<file path="config.mk">
export PLATFORM = sky130hd
export DESIGN_NAME = iter_ctrl
export DESIGN_NICKNAME = d
export VERILOG_FILES = /design/src/rtl/iter_ctrl.sv
export SDC_FILE = /design/constraint.sdc
export NUM_CORES = 1
export LEC_CHECK = 0
export ABC_AREA = 0
export BUFFER_PORTS_ARGS = -buffer_cell sky130_fd_sc_hd__buf_2
export CORE_MARGIN = 5
export CORE_UTILIZATION = 46
export DETAILED_ROUTE_END_ITERATION = 10
export PLACE_DENSITY = 0.72
export SLEW_MARGIN = 30
export SYNTH_ARGS = -nofsm -noshare
export SYNTH_HDL_FRONTEND = slang
export SYNTH_SLANG_ARGS = --single-unit
export TNS_END_PERCENT = 30
</file>
<file path="constraint.sdc">
create_clock -name clk -period 1.1 [get_ports clk]
set_input_delay 0.22 -clock clk [delete_from_list [all_inputs] [get_ports clk]]
set_output_delay 0.22 -clock clk [all_outputs]
set_load 0.05 [all_outputs]
</file>
<file path="src/rtl/iter_ctrl.sv">
// Sequencing controller for the iterative Q1 datapath: load, init, then
// alternating compute/update phases until the iteration count or early stop.
module iter_ctrl #(
  parameter int unsigned N_ITER = 8,
  parameter int unsigned CNT_W  = 4
) (
  input  logic             clk,
  input  logic             rst,
  input  logic             start,
  input  logic             stop_cond,
  output logic             busy,
  output logic             done,
  output logic             ld_in,
  output logic             init,
  output logic             ld_acc,
  output logic             ld_q,
  output logic [CNT_W-1:0] iter_cnt
);

  typedef enum logic [2:0] {
    S_IDLE,
    S_LOAD,
    S_INIT,
    S_CALC,
    S_UPDATE,
    S_DONE
  } state_t;

  state_t           r_state;
  state_t           w_state_nxt;
  logic [CNT_W-1:0] r_cnt;
  logic [CNT_W-1:0] w_cnt_nxt;
  logic             w_last;
  logic             r_busy;
  logic             r_done;
  logic             r_ld_in;
  logic             r_init;
  logic             r_ld_acc;
  logic             r_ld_q;

  // Last iteration is judged on the pre-increment count.
  assign w_last = (r_cnt == CNT_W'(N_ITER - 1));

  always_comb begin
    w_state_nxt = r_state;
    w_cnt_nxt   = r_cnt;
    case (r_state)
      S_IDLE:   if (start) w_state_nxt = S_LOAD;
      S_LOAD:   w_state_nxt = S_INIT;
      S_INIT: begin
        w_cnt_nxt   = '0;
        w_state_nxt = S_CALC;
      end
      S_CALC:   w_state_nxt = S_UPDATE;
      S_UPDATE: begin
        w_cnt_nxt   = r_cnt + CNT_W'(1);
        w_state_nxt = (stop_cond || w_last) ? S_DONE : S_CALC;
      end
      S_DONE:   if (!start) w_state_nxt = S_IDLE;
      default:  w_state_nxt = S_IDLE;
    endcase
  end

  // Control outputs are registered from the next state so they track r_state.
  always_ff @(posedge clk) begin
    if (rst) begin
      r_state  <= S_IDLE;
      r_cnt    <= '0;
      r_busy   <= 1'b0;
      r_done   <= 1'b0;
      r_ld_in  <= 1'b0;
      r_init   <= 1'b0;
      r_ld_acc <= 1'b0;
      r_ld_q   <= 1'b0;
    end else begin
      r_state  <= w_state_nxt;
      r_cnt    <= w_cnt_nxt;
      r_busy   <= (w_state_nxt != S_IDLE) && (w_state_nxt != S_DONE);
      r_done   <= (w_state_nxt == S_DONE);
      r_ld_in  <= (w_state_nxt == S_LOAD);
      r_init   <= (w_state_nxt == S_INIT);
      r_ld_acc <= (w_state_nxt == S_CALC);
      r_ld_q   <= (w_state_nxt == S_UPDATE);
    end
  end

  assign busy     = r_busy;
  assign done     = r_done;
  assign ld_in    = r_ld_in;
  assign init     = r_init;
  assign ld_acc   = r_ld_acc;
  assign ld_q     = r_ld_q;
  assign iter_cnt = r_cnt;

endmodule

</file>
==> qor.yml, run 1 <==
post_route_cells_drive_above_1_share_pct: 50.5
final_area_sq_um: 920
setup_viol_count_final: 2
power_density_nw_per_um2: 1110
r2r_cells: 3
cts_hold_repair.buffers: 0
finalCriticalPeriod_ns: 1.13
detail-route-antenna-nets: 0
cts_buffers: 3
routed_via_density: 5.40
n_fill_cell: 109
drt_iter0_markers: 9
synthCells: 71
path_depth: 3
synth_top_family_by_area: "simple AND/OR/NAND/NOR gates"
synth-compound-area-share_pct: 25.0
grt_pass1_wl_microns: 2500
status: "finished, violations left"
die_footprint_sq_um: 2340
sequential_cell_area_sq_um: 284
finalWeightedCongestion: 0.727
worst-path-max-fanout: 8
min_path_type: "in2reg"
timing.setup.critical_path_class: "reg2reg"
global_route.overflow_total: 0
setup_slack_ns: -0.0265
cap_violations: 0
chipWidth_microns: 48.4
floorplan.initialDensity_pct: 50.1
cts_root_buffer: "sky130_fd_sc_hd__clkbuf_4"
max_slew.worst_pin.slew_ns: 0.273
top_usage_layer: "met2"
grt_setup_unrepaired: "true"
multi_input_area_sq_um: 410
layout_worst_path_cycle_share_pct: 102
tritoncts: "yes"
crit_path_end_kind: "flop"
worst-endpoint-required_ns: 1.24
power.ir.vdd_worst_uv: 831
timing.max_slew.rel_slack_pct: 81.8
detail_route.wl_per_cell_microns: 13.8
timing.critical_path.max_delay_family: "simple AND/OR/NAND/NOR gates"
yosys.area_share.adder_pct: 1.85
clock_net_sink_count: 13
largest_net_degree_at_the_start_of_global_routing: 11
critical_path_buf_inv_count: 0
htree_num_levels: 1
max-clock-path-buffers: 2
antennaDiodeCount: 0
final-hold-violation-count: 0
grt_util_met2_pct: 24.1
synth-xor-area-share_pct: 0
crit_path_top_delay_cell: "sky130_fd_sc_hd__or3b_1"
core_region_area_sq_um: 1350
yosys_warnings: 0
worstHoldPathCells: 2
post_synth_num_cell_types: 34
grt_antenna_before_repair: 0
most-common-layout-cells: "sky130_fd_sc_hd__buf_4, sky130_fd_sc_hd__buf_2, sky130_fd_sc_hd__a21oi_1, sky130_fd_sc_hd__dfxtp_1, sky130_fd_sc_hd__dfxtp_4"
layout_commonest_cell: "sky130_fd_sc_hd__buf_4"
postSynthNetCount: 76
dp_hpwl_microns: 1090
place_inst: 103
detailedRoute.firstPassIterationCount: 4
die-height_microns: 48.4
cp_data_arrival_time_ns: 1.27
nNetsFinal: 99
fin_worst_skew_ns: 0.00962
muxShareOfSynthArea_pct: 0
globalRouteMet1Util_pct: 14.4
layout-area-overhead-vs-synth_pct: 35.9
crit_path_start_kind: "flop"
io_pins: 14
critical_path.cell_chain: "or3b_1 -> o211ai_1 -> a2111oi_4"
p_leak_nw: 0.379
synth_seq_cells: 13
maxClockFrequency_mhz: 888
violated_checks: "setup timing"
first_global_vias: 556
number_of_pins_exceeding_their_max_slew_limit_in_the_final_report: 0
critPathMaxStageDelay_ns: 0.40
clk-insertion-delay-late_ns: 0.27
clk_pin_slew_ns: 0.08
route.vias.total: 583
io_buffer_count: 13
num_rows: 13
grt_util_all_layers_pct: 13.7
post_synth_instance_area_sq_um: 677
avgSynthCellArea_sq_um: 9.53
instances_no_fill: 108
drc: 0
placed_cell_area_sq_um: 817
ys_seq_area_share_pct: 38.4
drt_wl_total_microns: 1490
grt_met3_use_pct: 5.81
synth_simple_gate_area_share_pct: 27.5
## sequential cells by signal, indices dropped and copies added (netlist names)
name,count
ld_q,1
ld_in,1
ld_acc,1
busy,1
r_state,3
iter_cnt,4
init,1
done,1
## Yosys cell counts
library cell                number  area (sq um)
sky130_fd_sc_hd__nand3b_1        2          15.0
sky130_fd_sc_hd__ha_1            1          12.5
sky130_fd_sc_hd__inv_1           1          3.75
sky130_fd_sc_hd__a2111oi_4       1          27.5
sky130_fd_sc_hd__or3b_1          1          8.76
sky130_fd_sc_hd__a2111oi_2       1          15.0
sky130_fd_sc_hd__buf_2           3          15.0
sky130_fd_sc_hd__nand3_1         1          5.00
sky130_fd_sc_hd__and2_1          1          6.26
sky130_fd_sc_hd__and4_4          1          11.3
sky130_fd_sc_hd__and2b_2         1          8.76
sky130_fd_sc_hd__a21o_1          2          15.0
sky130_fd_sc_hd__nor3_1          4          20.0
sky130_fd_sc_hd__nand2_1         5          18.8
sky130_fd_sc_hd__or2_2           1          6.26
sky130_fd_sc_hd__nor3b_1         1          7.51
sky130_fd_sc_hd__o21bai_1        2          15.0
sky130_fd_sc_hd__o21ai_1         1          5.00
sky130_fd_sc_hd__nor4b_2         1          15.0
sky130_fd_sc_hd__a21boi_1        2          15.0
sky130_fd_sc_hd__a21oi_1         6          30.0
sky130_fd_sc_hd__a31oi_1         3          18.8
sky130_fd_sc_hd__o211ai_1        1          7.51
sky130_fd_sc_hd__and3b_1         1          8.76
sky130_fd_sc_hd__buf_6           2          22.5
sky130_fd_sc_hd__and3_1          1          6.26
sky130_fd_sc_hd__a21bo_2         1          10.0
sky130_fd_sc_hd__nor3b_4         1          18.8
sky130_fd_sc_hd__dfxtp_1        13           260
sky130_fd_sc_hd__nor2_1          3          11.3
sky130_fd_sc_hd__buf_4           1          7.51
sky130_fd_sc_hd__nand2b_1        1          6.26
sky130_fd_sc_hd__o21ai_0         2          10.0
sky130_fd_sc_hd__nor2b_1         2          12.5
## through the flow
step                      util [%]  power [mW]  hold WS, ns  setup TNS [ns]  worst slack [ns]
after global routing          68.1        1.08        0.226          -0.314           -0.0966
after detailed placement      60.5       0.728        0.496          -0.356            -0.122
after CTS                     66.4        1.02        0.219         -0.0397           -0.0219
after floorplan                  -       0.665        0.338        -0.00446          -0.00446
final                         68.1        1.02        0.219         -0.0526           -0.0265
after global placement        60.5       0.723        0.491          -0.204           -0.0719
## power breakdown
group / switching (mW) / total (mW) / internal (mW)
Sequential: 0.0262 / 0.511 / 0.484
Combinational: 0.130 / 0.225 / 0.0954
Clock: 0.142 / 0.282 / 0.140
Total: 0.298 / 1.02 / 0.720
## cell families after synthesis
| group | after synthesis |
|---|---|
| AO/OA/AOI/OAI | 22 |
| adder cells (fa/ha/maj) | 1 |
| flip-flops | 13 |
| AND/OR/NAND/NOR | 28 |
| buffers and inverters | 7 |
## area by class of cell
class                      instances  share of cell area [%]
timing repair buffer              24                    19.2
sequential                        13                    30.9
tap                               15                    2.04
multi-input combinational         51                    44.6
inverter                           1                   0.408
clock buffer                       4                    2.86
## routing by layer
metal	wire length [microns]	vias up
met4	0	0
met5	0	-
met1	652	270
li1	-	301
met2	760	12
met3	81	0
## timing repair
| item | CTS | global route |
|---|---|---|
| setup endpoints to repair | 12 | 11 |
| buffers inserted | 0 | 1 |
| gates resized for setup | 16 | 4 |
| pin swaps | 1 | 3 |
## worst paths after layout
| check | from | endpoint | slack [ns] |
|---|---|---|---|
| max reg2reg | r_state[0]$_SDFF_PP0_ | iter_cnt[3]$_SDFFE_PP0P_ | -0.03 |
| min | rst | r_state[2]$_SDFF_PP0_ | 0.22 |
| max | r_state[0]$_SDFF_PP0_ | iter_cnt[3]$_SDFFE_PP0P_ | -0.03 |
| min reg2reg | iter_cnt[3]$_SDFFE_PP0P_ | iter_cnt[3]$_SDFFE_PP0P_ | 0.52 |
(Power assumes the default switching activity.)
==> inputs of run 2 (changes only) <==
--- a/config.mk
+++ b/config.mk
@@ -7,10 +7,14 @@
 export LEC_CHECK = 0
 export ABC_AREA = 0
 export BUFFER_PORTS_ARGS = -buffer_cell sky130_fd_sc_hd__buf_2
+export CELL_PAD_IN_SITES_DETAIL_PLACEMENT = 1
+export CELL_PAD_IN_SITES_GLOBAL_PLACEMENT = 2
 export CORE_MARGIN = 5
-export CORE_UTILIZATION = 46
+export CORE_UTILIZATION = 28
+export CTS_CLUSTER_DIAMETER = 200
 export DETAILED_ROUTE_END_ITERATION = 10
-export PLACE_DENSITY = 0.72
+export GPL_TIMING_DRIVEN = 0
+export PLACE_DENSITY_LB_ADDON = 0.1
 export SLEW_MARGIN = 30
 export SYNTH_ARGS = -nofsm -noshare
 export SYNTH_HDL_FRONTEND = slang
==> qor.yml, run 2 (synthesis gave the netlist of run 1 again) <==
status: "finished, violations left"  # unchanged
violated_checks: "setup timing"  # unchanged
num_rows: 17  # was 13
cap_violations: 0  # unchanged
critical_path.reg2reg.startpoint: "r_state[2]$_SDFF_PP0_"  # was r_state[0]$_SDFF_PP0_
power_density_nw_per_um2: 1070  # was 1110 nW/um^2
finalCriticalPeriod_ns: 1.15  # was 1.13 ns
global_route.overflow_total: 0  # unchanged
io_pins: 14  # unchanged
die_footprint_sq_um: 3500  # was 2340 sq um
timing.setup.critical_path_class: "reg2reg"  # unchanged
layout-area-overhead-vs-synth_pct: 51.9  # was 35.9%
number_of_pins_exceeding_their_max_slew_limit_in_the_final_report: 0  # unchanged
antennaDiodeCount: 0  # unchanged
grt_antenna_before_repair: 0  # unchanged
r2r_cells: 4  # was 3
grt_pass1_wl_microns: 3120  # was 2500 microns
largest_reg_flops: 4  # unchanged
crit_path_start_kind: "flop"  # unchanged
clk-insertion-delay-late_ns: 0.28  # was 0.27 ns
maxClockFrequency_mhz: 868  # was 888 MHz
grt_setup_unrepaired: "true"  # unchanged
placed_cell_area_sq_um: 802  # was 817 sq um
most-common-layout-cells: "sky130_fd_sc_hd__clkbuf_4, sky130_fd_sc_hd__buf_8, sky130_fd_sc_hd__dfxtp_1, sky130_fd_sc_hd__dfxtp_4, sky130_fd_sc_hd__buf_4"  # was sky130_fd_sc_hd__buf_4, sky130_fd_sc_hd__buf_2, sky130_fd_sc_hd__a21oi_1, sky130_fd_sc_hd__dfxtp_1, sky130_fd_sc_hd__dfxtp_4
cts_buffers: 3  # unchanged
p_leak_nw: 0.388  # was 0.379 nW
drt_wl_total_microns: 1880  # was 1490 microns
tritoncts: "yes"  # unchanged
setup_viol_count_final: 5  # was 2
cp_data_arrival_time_ns: 1.32  # was 1.27 ns
nNetsFinal: 99  # unchanged
worstHoldPathCells: 2  # unchanged
min_delay_worst_endpoint: "r_state[2]$_SDFF_PP0_"  # unchanged
grt_util_all_layers_pct: 12.2  # was 13.7%
r2r-end: "iter_cnt[3]$_SDFFE_PP0P_"  # unchanged
die-height_microns: 59.2  # was 48.4 microns
cts_hold_repair.buffers: 0  # unchanged
timing.max_slew.rel_slack_pct: 80.1  # was 81.8%
floorplan.initialDensity_pct: 30.0  # was 50.1%
first_global_vias: 614  # was 556
layout_worst_path_cycle_share_pct: 105  # was 102%
fin_worst_skew_ns: 0.00274  # was 0.00962 ns
final_area_sq_um: 1030  # was 920 sq um
route.vias.total: 604  # was 583
detailedRoute.firstPassIterationCount: 2  # was 4
routed_via_density: 4.99  # was 5.40
core_region_area_sq_um: 2250  # was 1350 sq um
clock_net_sink_count: 13  # unchanged
layout_commonest_cell: "sky130_fd_sc_hd__clkbuf_4"  # was sky130_fd_sc_hd__buf_4
min_path_type: "in2reg"  # unchanged
io_buffer_count: 12  # was 13
cts_root_buffer: "sky130_fd_sc_hd__clkbuf_4"  # unchanged
clk_pin_slew_ns: 0.09  # was 0.08 ns
detail-route-antenna-nets: 0  # unchanged
crit_path_end_kind: "flop"  # unchanged
power.ir.vdd_worst_uv: 502  # was 831 uV
post-place-ws_ns: -0.0711  # was -0.122 ns
max_slew.worst_pin.slew_ns: 0.297  # was 0.273 ns
setup_slack_ns: -0.0518  # was -0.0265 ns
htree_num_levels: 1  # unchanged
worst-path-max-fanout: 8  # unchanged
timing.reg2reg.setup_slack_ns: -0.05  # was -0.03 ns
drc: 0  # unchanged
finalWeightedCongestion: 0.715  # was 0.727
drt_iter0_markers: 5  # was 9
post_route_cells_drive_above_1_share_pct: 54.8  # was 50.5%
max-clock-path-buffers: 2  # unchanged
largest_net_degree_at_the_start_of_global_routing: 11  # unchanged
min_from: "rst"  # unchanged
detail_route.wl_per_cell_microns: 15.5  # was 13.8 microns
worst-endpoint-required_ns: 1.26  # was 1.24 ns
dp_hpwl_microns: 1130  # was 1090 microns
chipWidth_microns: 59.2  # was 48.4 microns
final-hold-violation-count: 0  # unchanged
run 2: cell count changes in the layout (fill, tap and decap cells not counted), sizes merged:
cell / before / now
buf: 24 / 18
clkbuf: 4 / 10
run 2: worst max path at each step:
| stage | from | end | cells past startpoint |
|---|---|---|---|
| floorplan | r_state[2]$_SDFF_PP0_ | iter_cnt[3]$_SDFFE_PP0P_ | 4 |
| finish | r_state[2]$_SDFF_PP0_ | iter_cnt[3]$_SDFFE_PP0P_ | 4 |
| global route | r_state[2]$_SDFF_PP0_ | r_state[2]$_SDFF_PP0_ | 4 |
| global placement | r_state[1]$_SDFF_PP0_ | iter_cnt[3]$_SDFFE_PP0P_ | 4 |
| detailed placement | r_state[0]$_SDFF_PP0_ | iter_cnt[2]$_SDFFE_PP0P_ | 4 |
| CTS | r_state[1]$_SDFF_PP0_ | iter_cnt[3]$_SDFFE_PP0P_ | 4 |
run 2: metrics by stage:
stage / total power [mW] / util, % / hold WS, ns / setup TNS [ns] / instances
after floorplan: 0.665 / - / 0.338 / -0.00446 / 71
after CTS: 1.06 / 41.2 / 0.165 / -0.176 / 118
after global routing: 1.17 / 45.6 / 0.148 / -0.605 / 121
final: 1.10 / 45.6 / 0.154 / -0.127 / 121
after global placement: 0.711 / 35.6 / 0.452 / -0.356 / 111
after detailed placement: 0.712 / 35.6 / 0.457 / -0.313 / 111
run 2: layout make-up:
class                           count  area (sq um)
Buffer                              5          63.8
Clock buffer                        4          26.3
Fill cell                         261          1230
Inverter                            1          3.75
Multi-Input combinational cell     51           444
Sequential cell                    13           284
Tap cell                           28          35.0
Timing Repair Buffer               19           171
run 2: worst max-delay path, stage by stage (launching register included):
cell and delay, ns:
sky130_fd_sc_hd__dfxtp_2 0.32, sky130_fd_sc_hd__buf_6 0.13, sky130_fd_sc_hd__or3b_4 0.37, sky130_fd_sc_hd__o211ai_1 0.16, sky130_fd_sc_hd__a2111oi_4 0.05
run 2: per-layer routing:
layer | GRT usage [%] | wire length (microns)
met5 | 0 | 0
met4 | 5.83 | 37
met3 | 3.05 | 71
met2 | 20.3 | 893
met1 | 14.5 | 876
run 2: power by group:
part	total [mW]	switching [mW]	internal (mW)
Combinational	0.278	0.151	0.127
Clock	0.312	0.171	0.141
Sequential	0.509	0.0249	0.484
run 2: timing repair:
action / CTS / global route
gates cloned: 0 / 0
setup endpoints to repair: 12 / 19
endpoints found under the hold margin: 0 / 0
gates resized for setup: 23 / 24
buffers inserted: 3 / 4
pin swaps: 3 / 5
